File: src/rtl/hazard_stall_unit.sv
// hazard_stall_unit: ID-stage stall/flush decision, SRAM-wait pipeline freeze,
// stall-cycle performance counter and sticky SRAM-timeout flag.
//
// state     | meaning
// ----------+-----------------------------------------------------------
// ST_RUN    | no SRAM access outstanding; wait_cnt held at 0
// ST_WAIT   | MEM stage waiting on mem_ready; wait_cnt counts wait cycles
module hazard_stall_unit #(
    parameter int REG_ADDR_LEN = 4,
    parameter int WAIT_TIMEOUT = 63,
    parameter int CNT_W        = 16
) (
    input  logic                    clk,
    input  logic                    rst,
    input  logic                    en_forwarding,
    input  logic                    id_valid,
    input  logic [REG_ADDR_LEN-1:0] id_src1,
    input  logic [REG_ADDR_LEN-1:0] id_src2,
    input  logic                    id_two_src,
    input  logic [REG_ADDR_LEN-1:0] exe_dst,
    input  logic                    exe_wb_en,
    input  logic                    exe_mem_r_en,
    input  logic [REG_ADDR_LEN-1:0] mem_dst,
    input  logic                    mem_wb_en,
    input  logic                    mem_req,
    input  logic                    mem_ready,
    input  logic                    branch_taken,
    output logic                    hazard_stall,
    output logic                    id_ex_flush,
    output logic                    pipe_freeze,
    output logic                    mem_timeout,
    output logic [CNT_W-1:0]        stall_count
);

    localparam int WCW = (WAIT_TIMEOUT < 1) ? 1 : $clog2(WAIT_TIMEOUT + 1);
    localparam logic [WCW-1:0] TIMEOUT_CNT = WCW'(WAIT_TIMEOUT);

    typedef enum logic {
        ST_RUN  = 1'b0,
        ST_WAIT = 1'b1
    } state_t;

    state_t           state_q, state_d;
    logic [WCW-1:0]   wait_cnt_q, wait_cnt_d;
    logic             mem_timeout_q, mem_timeout_d;
    logic [CNT_W-1:0] stall_cnt_q, stall_cnt_d;

    logic raw_exe;
    logic raw_mem;
    logic hz;
    logic at_timeout;

    // Source/destination matches; r0 is an ordinary register here.
    always_comb begin
        raw_exe = exe_wb_en && ((exe_dst == id_src1) ||
                                (id_two_src && (exe_dst == id_src2)));
        raw_mem = mem_wb_en && ((mem_dst == id_src1) ||
                                (id_two_src && (mem_dst == id_src2)));
        if (en_forwarding)
            hz = id_valid && raw_exe && exe_mem_r_en;
        else
            hz = id_valid && (raw_exe || raw_mem);
    end

    // Mealy control outputs: freeze beats branch squash beats hazard stall.
    always_comb begin
        at_timeout  = (wait_cnt_q == TIMEOUT_CNT);
        pipe_freeze = 1'b0;
        if (state_q == ST_RUN)
            pipe_freeze = mem_req && !mem_ready;
        else
            pipe_freeze = !mem_ready && !at_timeout;

        hazard_stall = 1'b0;
        id_ex_flush  = 1'b0;
        if (!pipe_freeze) begin
            if (branch_taken) begin
                id_ex_flush = 1'b1;
            end else begin
                hazard_stall = hz;
                id_ex_flush  = hz;
            end
        end
    end

    // Next-state for the SRAM wait FSM, its wait counter and the timeout flag.
    always_comb begin
        state_d       = state_q;
        wait_cnt_d    = wait_cnt_q;
        mem_timeout_d = mem_timeout_q;
        case (state_q)
            ST_RUN: begin
                wait_cnt_d = '0;
                if (mem_req && !mem_ready)
                    state_d = ST_WAIT;
            end
            ST_WAIT: begin
                if (mem_ready) begin
                    state_d    = ST_RUN;
                    wait_cnt_d = '0;
                end else if (at_timeout) begin
                    // Forced release: the access is abandoned and flagged.
                    state_d       = ST_RUN;
                    wait_cnt_d    = '0;
                    mem_timeout_d = 1'b1;
                end else begin
                    wait_cnt_d = wait_cnt_q + 1'b1;
                end
            end
            default: begin
                state_d    = ST_RUN;
                wait_cnt_d = '0;
            end
        endcase
    end

    // Saturating count of cycles spent stalled or frozen.
    always_comb begin
        stall_cnt_d = stall_cnt_q;
        if ((hazard_stall || pipe_freeze) && (stall_cnt_q != {CNT_W{1'b1}}))
            stall_cnt_d = stall_cnt_q + 1'b1;
    end

    // FSM register bank.
    always_ff @(posedge clk or posedge rst) begin
        if (rst) begin
            state_q       <= ST_RUN;
            wait_cnt_q    <= '0;
            mem_timeout_q <= 1'b0;
        end else begin
            state_q       <= state_d;
            wait_cnt_q    <= wait_cnt_d;
            mem_timeout_q <= mem_timeout_d;
        end
    end

    // Performance counter register.
    always_ff @(posedge clk or posedge rst) begin
        if (rst)
            stall_cnt_q <= '0;
        else
            stall_cnt_q <= stall_cnt_d;
    end

    assign mem_timeout = mem_timeout_q;
    assign stall_count = stall_cnt_q;

endmodule

File: config.mk
export PLATFORM = sky130hd
export DESIGN_NAME = hazard_stall_unit
export DESIGN_NICKNAME = d
export VERILOG_FILES = /design/src/rtl/hazard_stall_unit.sv
export SDC_FILE = /design/constraint.sdc
export NUM_CORES = 1
export LEC_CHECK = 0
export ABC_AREA = 1
export CAP_MARGIN = 20
export CELL_PAD_IN_SITES_DETAIL_PLACEMENT = 1
export CELL_PAD_IN_SITES_GLOBAL_PLACEMENT = 2
export CORE_ASPECT_RATIO = 1.25
export CORE_UTILIZATION = 27
export DETAILED_ROUTE_END_ITERATION = 10
export GPL_ROUTABILITY_DRIVEN = 1
export PLACE_DENSITY = 0.8
export REMOVE_ABC_BUFFERS = 1
export SLEW_MARGIN = 0
export SYNTH_ARGS = -nofsm -noshare
export SYNTH_HDL_FRONTEND = slang
export SYNTH_SLANG_ARGS = --single-unit
File: constraint.sdc
create_clock -name clk -period 2.9 [get_ports clk]
set_input_delay 0.87 -clock clk [delete_from_list [all_inputs] [get_ports clk]]
set_output_delay 0.87 -clock clk [all_outputs]
set_load 0.05 [all_outputs]
==> results.yml <==
timing:
  tightest_slew_ns: 0.515
  setup_viol: 0
  fin_skew_ns: 0.00258
  setup_ws_ns: 0.0795
  drv_slew: 0
  finalCriticalPeriod_ns: 2.82
  post-route-period-util: 0.973
  fmax_mhz: 355
  rsz0062_at_grt: "true"
  slew_headroom: 0.656
  hold_viol_final: 0
grt:
  grtUsageMet2: 0.299
  gr-total-overflow: 0
  track_usage: 0.154
  busiest_layer: "met2"
  antenna_found_initial: 0
  grt.met3_usage: 0.0123
  grt_pass1_vias: 1762
  grt_max_degree: 25
  use_met1: 0.179
  grt_pass1_wl_um: 7820
clock_tree:
  root_buffer: "clkbuf_8"
  numCtsBuffers: 3
  clock_path_buffers: 2
  cts.htree.levels: 1
  cts_tree: "built"
  insertion_delay_ns: 0.27
  path_clk_slew_ns: 0.08
  clock-sinks: 24
layout:
  finalNetCount: 340
  diodes: 0
  drive_gt1_frac: 0.243
  layout_commonest_cell: "nand2_1"
  instances_no_fill: 391
  syn2layout_area_growth_pct: 48.5
  final_cell_mix: "nand2_1, inv_1, nand3_1, dfrtp_1"
hold_path:
  hp-class: "reg -> reg"
  holdPathStages: 1
die:
  die_h_um: 89.6
  ios: 47
  fp.dieW_um: 72.1
  start_util: 0.283
  rows: 31
  core_area_um2: 5860
  dieArea_um2: 6460
flow_run:
  maxCapViolations: 0
power_and_ir_drop:
  leakage_uw: 0.00123
  total_power_uw: 1010
  power_density_nw_per_um2: 408
  vdd_drop_max_mv: 0.143
placed_design:
  dp.cells: 374
  routabilityCongestion: 0.741
  portBuffers: 46
  dp_slack_ns: -0.404
  hpwl_um: 3420
route:
  vias: 1724
  drc: 0
  firstDrtPassIters: 4
  final_antenna_net_count: 0
  drt_iter0_markers: 44
  wire_per_inst_um: 11.7
  routed_wl_um: 4580
  viasPerCell: 4.41
logic_synthesis:
  synth_top_area_cell: "dfrtp_1"
  synth.area.top_cells: "dfrtp_1, nand2_1, nand3_1"
  ys_types: 24
  yosysWarnings: 0
  ys_ff_latch: 24
  syn-mean-instance-area_um2: 6.88
  synth_top_area_frac: 0.362
  netlist_area_um2: 1660
  synth.yosys.seq_area_share: 0.362
  synth_cells: 241
critical_path:
  crit_path_start_kind: "input port"
  cp.required_ns: 2.03
  end_kind: "output pin"
  r2r_cells: 18
  r2r_setup_slack_ns: 0.46
  crit_type: "in -> out"
  arrival_ns: 1.95
  crit_path_max_fanout: 3
status:
  status: "complete, no violations"
==> power by group <==
part	switching [uW]	internal, uW
sequential	43.7	363
clock	108	93.1
combinational	233	165
==> metrics by stage <==
stage	utilization	cell area (um2)	hold WS, ns	TNS, ns
2_1_floorplan	-	1640	0.432	-0.517
3_3_place_gp	0.393	2300	0.441	-0.944
3_5_place_dp	0.393	2300	0.454	-0.972
4_1_cts	0.407	2380	0.472	0
5_1_grt	0.420	2460	0.499	-0.00607
6_report	0.420	2460	0.465	0
==> cell families after synthesis <==
kind of cell,synth area share
simple gates,0.399
xor+xnor,0.100
fa+ha+maj,0.0151
flops,0.362
compound gates,0.0309
buf+inv,0.0921
==> synthesized netlist by cell type <==
master / number
a21boi_0: 1
a21o_1: 1
a21oi_1: 3
a31oi_1: 1
buf_2: 2
buf_6: 1
dfrtp_1: 24
ha_1: 2
inv_1: 35
nand2_1: 81
nand2_2: 2
nand2_4: 1
nand3_1: 27
nand3_2: 1
nand4_1: 1
nand4_4: 1
nor2_1: 27
nor2_4: 1
nor3_1: 4
nor3_4: 1
nor4_1: 2
o21ai_0: 3
xnor2_1: 5
xor2_1: 14
==> layout make-up <==
class	instances	area [um2]
Sequential cell	24	601
Multi-Input combinational cell	179	965
Clock buffer	3	41.3
Tap cell	82	103
Inverter	35	131
Timing Repair Buffer	68	622
Fill cell	739	3390
==> flip-flops by register name, indices dropped and copies added, names as in the netlist <==
register	cells
mem_timeout	1
stall_count	16
state_q	1
wait_cnt_q	6
==> critical path: stages <==
cell	delay (ns)
buf_2	0.12
xor2_1	0.16
nor2_2	0.13
nand2_1	0.06
nand2_1	0.05
nand2_1	0.06
nand2_2	0.07
nand2_2	0.05
a21oi_2	0.12
buf_4	0.13
buf_12	0.12
==> path summary, 6_finish.rpt <==
| path | endpoint | from |
|---|---|---|
| max | id_ex_flush | exe_dst[0] |
| min | mem_timeout$_DFFE_PP0P_ | mem_timeout$_DFFE_PP0P_ |
| max reg2reg | wait_cnt_q[4]$_DFF_PP0_ | state_q$_DFF_PP0_ |
| min reg2reg | mem_timeout$_DFFE_PP0P_ | mem_timeout$_DFFE_PP0P_ |
| max in group asynchronous | stall_count[5]$_DFFE_PP0P_ | rst |
| min in group asynchronous | stall_count[6]$_DFFE_PP0P_ | rst |
==> per-layer routing <==
layer	vias up	routed length, um	part of all wire
li1	882	-	-
met1	801	1930	0.42
met2	35	2470	0.54
met3	6	104	0.023
met4	0	75	0.016
met5	-	0	0
==> what timing repair did <==
action	4_1_cts	5_1_grt
gates resized for setup	81	28
setup endpoints to repair	3	4
setup buffers	13	1
hold buffers	0	0
gates cloned	0	0
pin swaps	22	21
Note: power is estimated with default switching activity, not from simulation.
